<file path="config.mk">
export PLATFORM = sky130hd
export DESIGN_NAME = zoom_coef_gen
export DESIGN_NICKNAME = d
export VERILOG_FILES = /design/src/rtl/zoom_coef_gen.sv
export SDC_FILE = /design/constraint.sdc
export NUM_CORES = 1
export LEC_CHECK = 0
export CAP_MARGIN = 20
export CORE_MARGIN = 2
export CORE_UTILIZATION = 50
export DETAILED_ROUTE_END_ITERATION = 12
export MAX_ROUTING_LAYER = met4
export PLACE_DENSITY = 0.79
export SLEW_MARGIN = 15
export SYNTH_ARGS = -nofsm -noshare
export SYNTH_HDL_FRONTEND = slang
export SYNTH_SLANG_ARGS = --single-unit
</file>
<file path="constraint.sdc">
create_clock -name clk -period 7.9 [get_ports clk]
set_clock_uncertainty 0.2 [all_clocks]
set_input_delay 1.975 -clock clk [delete_from_list [all_inputs] [get_ports clk]]
set_output_delay 1.975 -clock clk [all_outputs]
set_load 0.03 [all_outputs]
</file>
<file path="src/rtl/zoom_coef_gen.sv">
// Horizontal bilinear coefficient generator for the ZOOM scaler.
// Walks a u12.16 source position across one output line and emits, per output
// pixel, the two neighbouring source indices plus a 7-bit weight pair that
// always sums to 127. All outputs come straight from registers.
module zoom_coef_gen #(
  parameter int unsigned IW = 12,
  parameter int unsigned FW = 16,
  parameter int unsigned SW = 20
) (
  input  logic          clk,
  input  logic          rst,
  input  logic          start,
  input  logic [IW-1:0] src_w,
  input  logic [IW-1:0] dst_w,
  input  logic [SW-1:0] step,
  output logic          o_valid,
  input  logic          o_ready,
  output logic [IW-1:0] o_idx0,
  output logic [IW-1:0] o_idx1,
  output logic [6:0]    o_w0,
  output logic [6:0]    o_w1,
  output logic          o_last,
  output logic          busy,
  output logic          done
);

  localparam int unsigned AW = IW + FW;

  typedef enum logic [1:0] {StIdle, StRun, StDone} state_e;

  state_e        state_q;
  logic [IW-1:0] src_max_q;
  logic [IW-1:0] dst_w_q;
  logic [SW-1:0] step_q;
  logic [AW-1:0] acc_q;
  logic [IW-1:0] cnt_q;

  logic          valid_q;
  logic [IW-1:0] idx0_q;
  logic [IW-1:0] idx1_q;
  logic [6:0]    w0_q;
  logic [6:0]    w1_q;
  logic          last_q;
  logic          busy_q;
  logic          done_q;

  logic          start_ok;
  logic          beat;
  logic [IW-1:0] src_max_d;
  logic [IW-1:0] smax_sel;
  logic [AW-1:0] acc_d;
  logic [IW-1:0] cnt_d;
  logic [IW-1:0] ip;
  logic [IW:0]   ip_p1;
  logic [6:0]    frac;
  logic [IW-1:0] idx0_d;
  logic [IW-1:0] idx1_d;
  logic [6:0]    w0_d;
  logic [6:0]    w1_d;
  logic          last_d;

  // Coefficient set for the position the output register loads next: position 0
  // on an accepted start, otherwise the current position advanced by one step.
  always_comb begin
    start_ok  = (state_q == StIdle) && start;
    beat      = (state_q == StRun) && valid_q && o_ready;
    // A zero source width behaves like a single-pixel line.
    src_max_d = (src_w == '0) ? '0 : src_w - IW'(1);
    smax_sel  = start_ok ? src_max_d : src_max_q;
    acc_d     = start_ok ? '0 : acc_q + AW'(step_q);
    cnt_d     = start_ok ? '0 : cnt_q + IW'(1);
    ip        = acc_d[AW-1:FW];
    frac      = acc_d[FW-1 -: 7];
    // One extra bit so ip = max does not wrap to 0 before clamping.
    ip_p1     = {1'b0, ip} + (IW+1)'(1);
    idx0_d    = (ip > smax_sel) ? smax_sel : ip;
    idx1_d    = (ip_p1 > {1'b0, smax_sel}) ? smax_sel : ip_p1[IW-1:0];
    w1_d      = frac;
    w0_d      = 7'd127 - frac;
    last_d    = start_ok ? (dst_w == IW'(1)) : (cnt_d == dst_w_q - IW'(1));
  end

  // Line FSM with configuration capture, position accumulator and output register.
  always_ff @(posedge clk) begin
    if (rst) begin
      state_q   <= StIdle;
      src_max_q <= '0;
      dst_w_q   <= '0;
      step_q    <= '0;
      acc_q     <= '0;
      cnt_q     <= '0;
      valid_q   <= 1'b0;
      idx0_q    <= '0;
      idx1_q    <= '0;
      w0_q      <= '0;
      w1_q      <= '0;
      last_q    <= 1'b0;
      busy_q    <= 1'b0;
      done_q    <= 1'b0;
    end else begin
      case (state_q)
        StIdle: begin
          if (start_ok) begin
            src_max_q <= src_max_d;
            dst_w_q   <= dst_w;
            step_q    <= step;
            acc_q     <= acc_d;
            cnt_q     <= cnt_d;
            busy_q    <= 1'b1;
            if (dst_w != '0) begin
              state_q <= StRun;
              valid_q <= 1'b1;
              idx0_q  <= idx0_d;
              idx1_q  <= idx1_d;
              w0_q    <= w0_d;
              w1_q    <= w1_d;
              last_q  <= last_d;
            end else begin
              // Empty line: skip straight to the completion pulse.
              state_q <= StDone;
              done_q  <= 1'b1;
            end
          end
        end
        StRun: begin
          if (beat) begin
            if (last_q) begin
              state_q <= StDone;
              valid_q <= 1'b0;
              done_q  <= 1'b1;
            end else begin
              acc_q  <= acc_d;
              cnt_q  <= cnt_d;
              idx0_q <= idx0_d;
              idx1_q <= idx1_d;
              w0_q   <= w0_d;
              w1_q   <= w1_d;
              last_q <= last_d;
            end
          end
        end
        StDone: begin
          state_q <= StIdle;
          done_q  <= 1'b0;
          busy_q  <= 1'b0;
        end
        default: begin
          state_q <= StIdle;
          valid_q <= 1'b0;
          done_q  <= 1'b0;
          busy_q  <= 1'b0;
        end
      endcase
    end
  end

  assign o_valid = valid_q;
  assign o_idx0  = idx0_q;
  assign o_idx1  = idx1_q;
  assign o_w0    = w0_q;
  assign o_w1    = w1_q;
  assign o_last  = last_q;
  assign busy    = busy_q;
  assign done    = done_q;

endmodule

</file>
==> impl_results.md <==
- Die outline area: about 17,000 um2
- CP Launch Type: input pin
- Die Y: 129.9 um
- Syn-to-layout area delta: 21.09%
- Avg WL per Cell: about 16 um
- PwrDens: 195.2 nW/um2
- R2r startpoint: step_q[0]
- Clock transition at path regs: 0.06 ns
- Fmax achieved: roughly 150 MHz
- Chip Width: 129.9 um
- Peak VDD IR: 0.1670 mV
- R2R Setup Slk: 1.86 ns
- Multi-input gate area: 5041 um2
- Proportion of layout cells with a drive suffix above 1: 7.431%
- Worst Setup Slack, final: 1.287 ns
- Post-synthesis sequential area ratio: roughly a third
- DRT iter0 DRCs: 558
- Worst-path fanout max: 10
- Critical path class: in2reg
- Post-Syn Instances: a little over 1,000
- # IOs: 90
- Clk_lat worst skew: around 0.42 ns
- Pleak: 3.624 nW
- Post-layout util: 61.27%
- Status: finished, final reports clean
- Hold WC Path Type: reg2reg
- Starting density of the core: 50.60%
- CTS sink cnt: 128
- EDFF count, synth: 0
- Cell row count: 46
- Largest net degree at the start of global routing: 84
- First-pass GRT wire length: 34.59 mm
- # diodes: 0
- Endpoint class of the critical path: register
- Hold_buf cts: 0
- Clk root buf: clkbuf_16
- Post-route antenna net violation count: 0
- WP data arrival: 6.72 ns
- RD Place Congestion: 1.017
- Final min period: 6.613 ns
- Seq. cell area: 2562 um2
- Clock buffer depth: 2
- Gr ovfl total: 0
- Worst-case reg-to-reg path depth: 22
- Drt pass-1 iters: 6
- CTS tree: done
- Number of synthesized register bits: 128
- Initial antenna violation count: 0
- Relative slew slack: 44.28%
- Filler cells: 1,432
- Final Hold Vio Count: 0
- Crit path launch: src_w[5]
- Worst reg2reg path endpoint: o_idx1[10]
- Total number of vias: just under 8,000
- Synthesized net count: 1,133
- Layout Cells excl Fill: 1,333
- Post-CTS setup buffers: 0
- PortBufs: 89
- Final Cycle Share: 83.71%
- Placed cell count: 1,301
- Synth cell types: 75
- Final WL: roughly 21 mm
- Final setup fails: 0
- Yosys Warn Count: 0
- Pre-CTS WS: 0.9238 ns
- Max Cap Viol: 0
- Cts bufs inserted: 17
- Vias/cell: 5.785
- Critical Path RT: between 8 and 9 ns
- Max Slew Vio Count: 0
- Total global-route track usage: a little over a quarter
- Synthesized area: about 8000 um2
- Core Area: 15,660 um2
- Total Nets Final: about 1,200
- Resized cells post-CTS: 0
- Number of global-route vias before repair: 7,182
- Worst-Margin Slew: 0.8358 ns
- Critical Path Sink: o_idx1[10]
- Fin Setup TNS: 0 ns
- # DRC: 0
- Asr flop ratio synth: 0%
- H-tree depth reported by CTS: 4
- Avg Cell Area, Syn: ~7.6 um2
- Ys flop type: dfxtp_1
- RSZ-0062 raised after global routing: false
- Final HPWL DP: 15.06 mm
stage by stage:
stage | hold WS [ns] | cell area [um2] | power, W
CTS | 0.2500 | 9592 | 0.001879
finish | 0.2502 | 9592 | 0.001872
global placement | 0.2380 | 8984 | 0.001066
detailed placement | 0.2442 | 8984 | 0.001073
floorplan | 0.2356 | 7921 | 0.0009505
global route | 0.2676 | 9592 | 0.001951
flip-flops by register name, indices dropped and copies added (netlist names):
signal,cells
src_max_q,12
done,1
state_q,2
dst_w_q,12
cnt_q,12
o_idx0,12
o_w1,7
o_idx1,12
o_last,1
o_valid,1
step_q,20
o_w0,7
acc_q,28
busy,1
report_power, final:
| part | internal, W | switching (W) |
|---|---|---|
| Clock | 0.000519 | 0.000289 |
| Combinational | 0.000143 | 0.000219 |
| Sequential | 0.000679 | 0.0000230 |
cells by family after synthesis:
family                     share of synthesized area [%]
AOI/OAI and AO/OA                                  21.78
xor gates and xnor gates                           6.081
adders and majority gates                          7.835
buffers and inverters                              4.154
DFF                                                32.35
muxes                                             0.7266
and+or+nand+nor                                    27.07
metal layers:
layer | up-vias | routed length, um | global-route usage (%)
li1 | 3825 | - | -
met4 | 0 | 656 | 10.94
met5 | - | 0 | -
met1 | 3573 | 9408 | 32.16
met3 | 53 | 1137 | 5.084
met2 | 261 | 9957 | 43.09
how the worst min path moves through the flow:
stage / from / end / slack, ns / cells past startpoint
2_1_floorplan: acc_q[0] / acc_q[0] / 0.24 / 2
3_3_place_gp: o_idx0[5] / o_idx0[5] / 0.24 / 2
3_5_place_dp: o_idx0[7] / o_idx0[7] / 0.24 / 2
4_1_cts: o_idx0[7] / o_idx0[7] / 0.25 / 2
5_1_grt: o_idx0[7] / o_idx0[7] / 0.27 / 2
6_report: o_idx0[9] / o_idx0[9] / 0.25 / 2
placed cells by master, fill, tap and decap left out, types with 5 or more instances in the layout:
cell type	count
nand3b_1	11
xor2_1	16
a21oi_1	121
a211oi_1	15
o21ai_0	32
dfxtp_1	128
a21o_1	12
or3_1	6
nand2_1	186
nand4_1	19
nand2b_1	13
nor2_1	95
o211ai_1	19
and2_1	8
inv_1	23
nor3b_1	6
and3_1	5
a31oi_1	5
buf_4	18
nor4_1	8
nor3_1	24
clkbuf_16	17
a22oi_1	8
a211o_1	7
o21a_1	8
nor2b_1	7
clkdlybuf4s50_1	88
xnor2_1	39
nand3_1	29
ha_1	48
o21ai_1	5
critical path, stage by stage:
cell	delay, ns
clkdlybuf4s50_1	0.45
or4_1	0.61
nor4_2	0.26
nand2b_1	0.15
o31ai_2	0.24
buf_4	0.19
nor2_1	0.05
a21oi_1	0.33
ha_1	0.31
nor2b_1	0.13
o21a_1	0.16
o21a_1	0.16
o21a_1	0.17
o21a_1	0.17
o2111ai_1	0.20
a31oi_1	0.13
o21ai_0	0.47
nand2_2	0.21
a221o_1	0.36
Yosys cell counts, drive strengths merged (8+ instances only):
| cell | n | share of area [%] |
|---|---|---|
| nor4 | 11 | 1.2 |
| nor2 | 96 | 4.5 |
| o211ai | 19 | 1.8 |
| dfxtp | 128 | 32 |
| nand3 | 30 | 2.0 |
| a22oi | 8 | 0.76 |
| nand2 | 187 | 8.9 |
| xor2 | 16 | 1.8 |
| clkbuf | 45 | 2.1 |
| a211oi | 17 | 1.7 |
| buf | 12 | 0.84 |
| nor3 | 26 | 1.8 |
| xnor2 | 39 | 4.3 |
| nand4 | 19 | 1.5 |
| a21oi | 125 | 8.2 |
| ha | 48 | 7.6 |
| and2 | 8 | 0.63 |
| nand3b | 11 | 1.0 |
| inv | 24 | 1.1 |
| nand2b | 13 | 1.0 |
| o21a | 8 | 0.76 |
| o21ai | 38 | 2.4 |
| a21o | 12 | 1.1 |
final cells by class:
cell class,count,share of cell area [%]
sequential,128,26.72
clock buffer,22,4.944
tap,216,2.818
inverter,25,0.9783
multi-input combinational,826,52.56
clock inverter,10,1.396
timing repair buffer,106,10.59
Power figures use the tool's default switching activity.
